File: config.mk
export PLATFORM = sky130hd
export DESIGN_NAME = dmem_arbiter
export DESIGN_NICKNAME = d
export VERILOG_FILES = /design/src/rtl/dmem_arbiter_pkg.sv /design/src/rtl/dmem_arbiter_chk.sv /design/src/rtl/dmem_arbiter_rr_arb2.sv /design/src/rtl/dmem_arbiter.sv
export SDC_FILE = /design/constraint.sdc
export NUM_CORES = 1
export LEC_CHECK = 0
export CAP_MARGIN = 40
export CELL_PAD_IN_SITES_DETAIL_PLACEMENT = 1
export CELL_PAD_IN_SITES_GLOBAL_PLACEMENT = 1
export CORE_AREA = 2 2 133 135
export CTS_CLUSTER_DIAMETER = 200
export DETAILED_ROUTE_END_ITERATION = 8
export DIE_AREA = 0 0 135 137
export MAX_ROUTING_LAYER = met4
export PLACE_DENSITY_LB_ADDON = 0.1
export RECOVER_POWER = 50
export SYNTH_ARGS = -nofsm -noshare
export SYNTH_HDL_FRONTEND = slang
export SYNTH_HIERARCHICAL = 1
export SYNTH_SLANG_ARGS = --single-unit
export TNS_END_PERCENT = 100
File: constraint.sdc
create_clock -name clk -period 3.5 [get_ports clk]
set_input_delay 0.7 -clock clk [delete_from_list [all_inputs] [get_ports clk]]
set_output_delay 0.7 -clock clk [all_outputs]
set_load 0.03 [all_outputs]
File: src/rtl/dmem_arbiter_pkg.sv
// Shared rv32 definitions for the data-memory arbiter: FSM encoding and the
// default memory depth.
package dmem_arbiter_pkg;

  localparam int unsigned DMEM_DEPTH = 32'd100;

  typedef enum logic [1:0] {
    ST_IDLE  = 2'd0,
    ST_ISSUE = 2'd1,
    ST_RESP  = 2'd2
  } arb_state_e;

endpackage

File: src/rtl/dmem_arbiter_chk.sv
// Protocol checker: never both memory enables, never more than one grant.
module dmem_arbiter_chk (
  input logic clk,
  input logic rst,
  input logic mem_r_en,
  input logic mem_w_en,
  input logic m0_gnt,
  input logic m1_gnt
);

  a_mem_en_excl: assert property (@(posedge clk) disable iff (!rst)
    !(mem_r_en && mem_w_en));

  a_gnt_onehot0: assert property (@(posedge clk) disable iff (!rst)
    $onehot0({m1_gnt, m0_gnt}));

endmodule

File: src/rtl/dmem_arbiter_rr_arb2.sv
// Two-port round-robin selector: the port not granted last wins a contention.
module rr_arb2 (
  input  logic [1:0] req,
  input  logic       last,
  output logic [1:0] grant
);

  // last=1 means port 1 was granted last, so port 0 has priority
  always_comb begin
    grant    = 2'b00;
    grant[0] = req[0] & (~req[1] | last);
    grant[1] = req[1] & (~req[0] | ~last);
  end

endmodule

File: src/rtl/dmem_arbiter.sv
// Two-requester arbiter in front of a single-port data memory; one access
// every three cycles, out-of-range addresses answered with an error.
module dmem_arbiter
  import dmem_arbiter_pkg::*;
#(
  parameter int unsigned DEPTH = DMEM_DEPTH
) (
  input  logic        clk,
  input  logic        rst,
  input  logic        m0_req,
  input  logic        m0_we,
  input  logic [31:0] m0_addr,
  input  logic [31:0] m0_wdata,
  input  logic        m1_req,
  input  logic        m1_we,
  input  logic [31:0] m1_addr,
  input  logic [31:0] m1_wdata,
  output logic        m0_gnt,
  output logic        m1_gnt,
  output logic        m0_rsp_valid,
  output logic        m1_rsp_valid,
  output logic        m0_rsp_err,
  output logic        m1_rsp_err,
  output logic [31:0] m0_rdata,
  output logic [31:0] m1_rdata,
  output logic        mem_r_en,
  output logic        mem_w_en,
  output logic [31:0] mem_addr,
  output logic [31:0] mem_wdata,
  input  logic [31:0] mem_rdata
);

  arb_state_e  r_state;
  logic        r_last;
  logic        r_owner;
  logic        r_we;
  logic        r_err;
  logic [1:0]  r_rsp_valid;
  logic        r_mem_r_en;
  logic        r_mem_w_en;
  logic [31:0] r_mem_addr;
  logic [31:0] r_mem_wdata;

  logic [1:0]  w_arb_gnt;
  logic [1:0]  w_gnt;
  logic        w_sel_we;
  logic [31:0] w_sel_addr;
  logic [31:0] w_sel_wdata;
  logic        w_oor;
  logic [31:0] w_rd_data;

  rr_arb2 u_rr (
    .req   ({m1_req, m0_req}),
    .last  (r_last),
    .grant (w_arb_gnt)
  );

  // Grant is combinational and only offered while idle
  always_comb begin
    w_gnt       = 2'b00;
    w_sel_we    = 1'b0;
    w_sel_addr  = 32'd0;
    w_sel_wdata = 32'd0;
    if (r_state == ST_IDLE) begin
      w_gnt = w_arb_gnt;
    end else begin
      w_gnt = 2'b00;
    end
    if (w_gnt[1]) begin
      w_sel_we    = m1_we;
      w_sel_addr  = m1_addr;
      w_sel_wdata = m1_wdata;
    end else begin
      w_sel_we    = m0_we;
      w_sel_addr  = m0_addr;
      w_sel_wdata = m0_wdata;
    end
    w_oor = (w_sel_addr >= 32'(DEPTH));
  end

  // Arbiter FSM; memory address/data registers only load for an in-range issue
  always_ff @(posedge clk) begin
    if (!rst) begin
      r_state     <= ST_IDLE;
      r_last      <= 1'b1;
      r_owner     <= 1'b0;
      r_we        <= 1'b0;
      r_err       <= 1'b0;
      r_rsp_valid <= 2'b00;
      r_mem_r_en  <= 1'b0;
      r_mem_w_en  <= 1'b0;
      r_mem_addr  <= 32'd0;
      r_mem_wdata <= 32'd0;
    end else begin
      r_mem_r_en  <= 1'b0;
      r_mem_w_en  <= 1'b0;
      r_rsp_valid <= 2'b00;
      case (r_state)
        ST_IDLE: begin
          if (w_gnt != 2'b00) begin
            r_owner <= w_gnt[1];
            r_last  <= w_gnt[1];
            r_we    <= w_sel_we;
            r_err   <= w_oor;
            if (w_oor) begin
              r_state     <= ST_RESP;
              r_rsp_valid <= w_gnt;
            end else begin
              r_state     <= ST_ISSUE;
              r_mem_r_en  <= ~w_sel_we;
              r_mem_w_en  <= w_sel_we;
              r_mem_addr  <= w_sel_addr;
              r_mem_wdata <= w_sel_wdata;
            end
          end else begin
            r_state <= ST_IDLE;
          end
        end
        ST_ISSUE: begin
          r_state     <= ST_RESP;
          r_rsp_valid <= {r_owner, ~r_owner};
        end
        ST_RESP: begin
          r_state <= ST_IDLE;
        end
        default: begin
          r_state <= ST_IDLE;
        end
      endcase
    end
  end

  // Read data comes straight from memory in the response cycle
  always_comb begin
    if ((r_rsp_valid != 2'b00) && !r_we && !r_err) begin
      w_rd_data = mem_rdata;
    end else begin
      w_rd_data = 32'd0;
    end
  end

  assign m0_gnt       = w_gnt[0];
  assign m1_gnt       = w_gnt[1];
  assign m0_rsp_valid = r_rsp_valid[0];
  assign m1_rsp_valid = r_rsp_valid[1];
  assign m0_rsp_err   = r_rsp_valid[0] & r_err;
  assign m1_rsp_err   = r_rsp_valid[1] & r_err;
  assign m0_rdata     = r_rsp_valid[0] ? w_rd_data : 32'd0;
  assign m1_rdata     = r_rsp_valid[1] ? w_rd_data : 32'd0;
  assign mem_r_en     = r_mem_r_en;
  assign mem_w_en     = r_mem_w_en;
  assign mem_addr     = r_mem_addr;
  assign mem_wdata    = r_mem_wdata;

  dmem_arbiter_chk u_chk (
    .clk      (clk),
    .rst      (rst),
    .mem_r_en (mem_r_en),
    .mem_w_en (mem_w_en),
    .m0_gnt   (m0_gnt),
    .m1_gnt   (m1_gnt)
  );

endmodule
Word-level counts from Yosys, hierarchy flattened
Cells that the tools add are included.
Widths: inputs -> output; s select.
{"block": "word_totals", "register_bits": 74, "output_inout_bits": 136, "word_cells": 50}
{"block": "op_classes", "magnitude_cmp": 1, "n_eq_ne": 1, "n_mux": 13, "n_bitwise": 15, "reduce_logical": 10}
{"operator": "$mux 32", "count": 5}
{"operator": "$ge 32x7->1 const B", "count": 1}
{"operator": "$mux 2", "count": 5}
{"operator": "$not 1->1", "count": 9}
{"operator": "$pmux 2 s2", "count": 2}
{"operator": "$and 1x1->1", "count": 4}
{"operator": "$reduce_bool 2->1", "count": 2}
{"operator": "$reduce_or 4->1", "count": 1}
{"operator": "$reduce_and 3->1", "count": 1}
{"operator": "$eq 2x1->1 const B", "count": 1}
{"operator": "$logic_and 1x1->1", "count": 2}
{"operator": "$logic_not 1->1", "count": 2}
{"operator": "$logic_not 2->1", "count": 1}
{"operator": "$or 1x1->1", "count": 2}
{"operator": "$reduce_and 2->1", "count": 1}
{"operator": "$mux 1", "count": 1}

Logic depth before layout (Yosys ltp)
{"block": "logic_depth", "word_depth": 9, "ltp_mapped": 11}

Cells and area by module
The synthesis kept the hierarchy.
{"module": "dmem_arbiter", "n_inst": 1, "cells_each": 422, "area_each_um2": 3495.9, "seq_area_each_um2": 1481.4}
{"module": "rr_arb2", "n_inst": 1, "cells_each": 3, "area_each_um2": 18.8, "seq_area_each_um2": 0.0}

Least setup slack after synthesis
Ideal clock, no wire load.
{"block": "synth_timing", "path_type": "input -> register", "start": "input m1_req", "end": "register r_mem_addr[0] (netlist: mem_addr[0])", "setup_time_ns": 0.116, "t_arrival_ns": 2.924, "setup_slack_ns": 0.460, "path_stages": 11, "n_path_buf": 4, "cell_sequence": "a21boi_0 or3b_1 clkbuf_1 inv_2 buf_2 nand4_1 a222oi_1 buf_2 buf_2 nand4_1 o211a_1"}
{"block": "synth_between", "elab_chain_cells": 6, "elab_cells_between_ends": 10, "cone_classes": "1 x order compare; 2 x mux; 5 x bitwise; 2 x reduce/logical"}
{"item": "from (decl)", "line_no": "dmem_arbiter.sv:14", "rtl": "input logic m1_req,"}
{"item": "$and 1x1->1 or $not 1->1 (tied branches)", "line_no": "dmem_arbiter_rr_arb2.sv:12, dmem_arbiter_rr_arb2.sv:11"}
{"item": "$mux 2 *", "line_no": "dmem_arbiter.sv:64", "rtl": "if (r_state == ST_IDLE) begin"}
{"item": "$mux 32 or $and 1x1->1 (tied branches)", "line_no": "dmem_arbiter.sv:69, dmem_arbiter_rr_arb2.sv:11"}
{"item": "$ge 32x7->1 or $mux 2 (tied branches)", "line_no": "dmem_arbiter.sv:78, dmem_arbiter.sv:64"}
{"item": "$not 1->1 (no source line) or $reduce_bool 2->1 (tied branches)"}
{"item": "$reduce_and 3->1 (no source line)"}
{"item": "to (signal assigned)", "line_no": "dmem_arbiter.sv:112", "rtl": "r_mem_addr <= w_sel_addr;"}
{"item": "to (decl)", "line_no": "dmem_arbiter.sv:41", "rtl": "logic [31:0] r_mem_addr;"}
Mark *: on every way between the ends. The rest lies on a longest branch, timed or not.
A chain may end at the register's enable or synchronous reset.

Worst setup path after layout
{"block": "layout_timing", "start": "input m1_req", "end": "output m1_gnt"}
{"block": "layout_between", "elab_chain_cells": 2}
{"item": "$and 1x1->1", "line_no": "dmem_arbiter_rr_arb2.sv:12", "rtl": "grant[1] = req[1] & (~req[0] | ~last);"}
{"item": "via w_arb_gnt[1]", "line_no": "dmem_arbiter.sv:44", "rtl": "logic [1:0] w_arb_gnt;"}
{"item": "$mux 2", "line_no": "dmem_arbiter.sv:64"}
{"item": "to (decl)", "line_no": "dmem_arbiter.sv:19", "rtl": "output logic m1_gnt,"}
The timed path passes the listed nets, and every way through them passes these cells.

==> impl_metrics.json <==
{
  "cp-end-kind": "output pin",
  "grt_max_degree": 51,
  "tightest_slew_ns": 0.628,
  "hpwl_microns": 13600,
  "gr-total-overflow": 0,
  "netlist_area_sq_um": 3510,
  "clk_pin_slew_ns": 0.06,
  "synth.mux.area_fraction": 0,
  "clock_path_buffers": 2,
  "synth_top_family_by_area": "simple AND/OR/NAND/NOR gates",
  "fill_cells": 1945,
  "synth_compound_area_frac": 0.147,
  "grt_pass1_wl_microns": 25500,
  "busiest_layer": "met2",
  "row_count": 48,
  "leakage_nw": 3.58,
  "hold_violations": 0,
  "syn_inst": 425,
  "met3_usage": 0.0463,
  "reg2regPathDepth": 9,
  "clkLatencyLatePin_ns": 0.34,
  "first_iter_violations": 132,
  "postCtsResizedCells": 0,
  "dieArea_sq_um": 18500,
  "drive_gt1_frac": 0.0556,
  "min_period_over_period": 0.955,
  "reg2reg_slack_ns": 0.92,
  "rr_endpoint": "mem_wdata[7]",
  "synth_fa_ha_area_frac": 0,
  "rsz0062_at_grt": "false",
  "clkSinkCount": 74,
  "final_common_cell": "clkdlybuf4s50_1",
  "numCtsBuffers": 9,
  "ir_drop_mv": 0.148,
  "maxCapViolations": 0,
  "setup_tns_ns": 0,
  "syn_avg_cell_area_sq_um": 8.27,
  "seq_area_sq_um": 1480,
  "cp_max_fo": 26,
  "cts_tree": "yes",
  "setup.worst_path.end": "m1_gnt",
  "startpoint_type": "primary input",
  "cts_root_buffer": "clkbuf_16",
  "power_mw": 2.40,
  "place_congestion": 0.812,
  "core_area_sq_um": 17100,
  "drt_drc_violations_left": 0,
  "most-common-layout-cells": "clkdlybuf4s50_1 (199), dlygate4sd3_1 (100), nand2_1 (87), dfxtp_1 (74), and2_1 (67)",
  "synth.lib_cells_used.distinct": 33,
  "maxSlewHeadroom": 0.581,
  "syn-num-nets": 591,
  "slew_violations": 0,
  "fmax_mhz": 299,
  "r2r-start": "r_last",
  "grt_use_met1": 0.196,
  "start_util": 0.206,
  "port_buffers": 301,
  "antenna_left": 0,
  "ys_seq_area_frac": 0.422,
  "pwr_density_cell_nw_per_um2": 333,
  "grt_usage": 0.185,
  "post_drt_wl_per_cell_microns": 18.2,
  "area_growth_pct": 105,
  "post_cts_buffers": 0,
  "startpoint": "m1_req",
  "antenna_found_initial": 3,
  "drtPass1Iterations": 5,
  "hold_buffers": 0,
  "cts_max_level": 3,
  "status": "complete, no violations",
  "viasPerCell": 4.53,
  "period_needed_ns": 3.34,
  "min_path_type": "flip-flop to flip-flop",
  "worstPathRequired_ns": 2.80,
  "first_global_vias": 4428,
  "finalClockSkew_ns": 0.00611,
  "num_vias": 4297,
  "ys_warn_count": 6,
  "dieWidth_microns": 135,
  "worstSetupPathType": "primary input to output pin",
  "finalSetupViolCount": 0,
  "yosys_register_bits": 74,
  "multi_input_area_sq_um": 1880,
  "grt_use_met2": 0.333,
  "wirelength_microns": 17200,
  "crit_arrival_ns": 2.64,
  "io_pins": 302,
  "yosys.area_share.simple": 0.383,
  "synthXorXnorAreaFrac": 0,
  "die_h_microns": 137,
  "layout.nets": 881
}
==> how the worst min path moves through the flow <==
stage / from / to / slack [ns] / depth (start not counted)
after floorplan: r_owner / r_rsp_valid[0] / 0.46 / 1
after global placement: mem_addr[26] / mem_addr[26] / 0.47 / 1
after detailed placement: mem_addr[12] / mem_addr[12] / 0.47 / 1
after CTS: mem_addr[12] / mem_addr[12] / 0.48 / 1
after global routing: mem_addr[16] / mem_addr[16] / 0.49 / 1
final: mem_addr[11] / mem_addr[11] / 0.47 / 1
==> cell families (layout without fill, tap and decap cells) <==
| logic type | after synthesis | count (layout) |
|---|---|---|
| other cells | 0 | 3 |
| compound gates | 56 | 56 |
| flops | 74 | 74 |
| simple gates | 252 | 252 |
| buf+inv | 43 | 338 |
==> cell usage after synthesis, drive strengths merged <==
| cell type | count | share of area |
|---|---|---|
| o311ai | 1 | 0.0025 |
| nand3 | 4 | 0.0057 |
| dfxtp | 74 | 0.42 |
| buf | 11 | 0.015 |
| nand2 | 87 | 0.093 |
| a22o | 1 | 0.0025 |
| o22ai | 2 | 0.0036 |
| nand3b | 2 | 0.0043 |
| a211oi | 1 | 0.0021 |
| and3 | 27 | 0.048 |
| nor3b | 3 | 0.0064 |
| nand2b | 1 | 0.0018 |
| nor4 | 10 | 0.018 |
| and2 | 67 | 0.12 |
| o21ai | 2 | 0.0028 |
| clkbuf | 28 | 0.030 |
| nor2b | 1 | 0.0018 |
| o311a | 2 | 0.0057 |
| inv | 4 | 0.0043 |
| nand4 | 41 | 0.073 |
| a222oi | 1 | 0.0028 |
| a21oi | 2 | 0.0028 |
| a21boi | 3 | 0.0064 |
| nor2 | 5 | 0.0053 |
| or3b | 1 | 0.0025 |
| o211a | 39 | 0.11 |
| nor3 | 3 | 0.0043 |
| a31oi | 1 | 0.0018 |
| o32ai | 1 | 0.0025 |
==> power by group <==
group	internal, mW	leakage [nW]	total (mW)	switching [mW]
clock	0.704	0.167	1.09	0.386
sequential	0.849	0.597	0.855	0.00645
combinational	0.248	2.82	0.452	0.204
total	1.80	3.58	2.40	0.596
==> metrics by stage <==
step	area (sq um)	hold slack, ns	instances	worst slack (ns)	util
2_1_floorplan	3510	0.458	425	0.460	-
3_3_place_gp	6840	0.467	929	0.0931	0.401
3_5_place_dp	6840	0.466	929	0.0375	0.401
4_1_cts	7190	0.484	945	0.152	0.422
5_1_grt	7200	0.491	948	0.0486	0.422
6_report	7200	0.473	948	0.157	0.422
==> cell type report <==
| cell class | instances | area share |
|---|---|---|
| inverters | 4 | 0.00209 |
| multi-input cells | 308 | 0.262 |
| clock inverters | 7 | 0.0172 |
| well taps | 225 | 0.0391 |
| repair buffers | 318 | 0.442 |
| flip-flops and latches | 74 | 0.206 |
| clock buffers | 9 | 0.0313 |
| diodes | 3 | 0.00104 |
==> critical path, stage by stage <==
cell and delay [ns]:
clkdlybuf4s50_1 0.47, a21boi_0 0.27, or3b_2 0.54, inv_2 0.12, buf_4 0.31, buf_4 0.23
==> registers in the layout, summed over array words and instances, names as in the netlist <==
name	cells
mem_r_en	1
mem_wdata	32
r_state	2
r_err	1
r_last	1
mem_w_en	1
mem_addr	32
r_we	1
r_rsp_valid	2
r_owner	1
==> per-layer routing <==
metal  part of all wire  up-vias
met1               0.39     2015
met4              0.018        0
met3              0.071       15
met5                  0        -
li1                   -     2087
met2               0.52      180
Note: power is estimated with default switching activity, not from simulation.
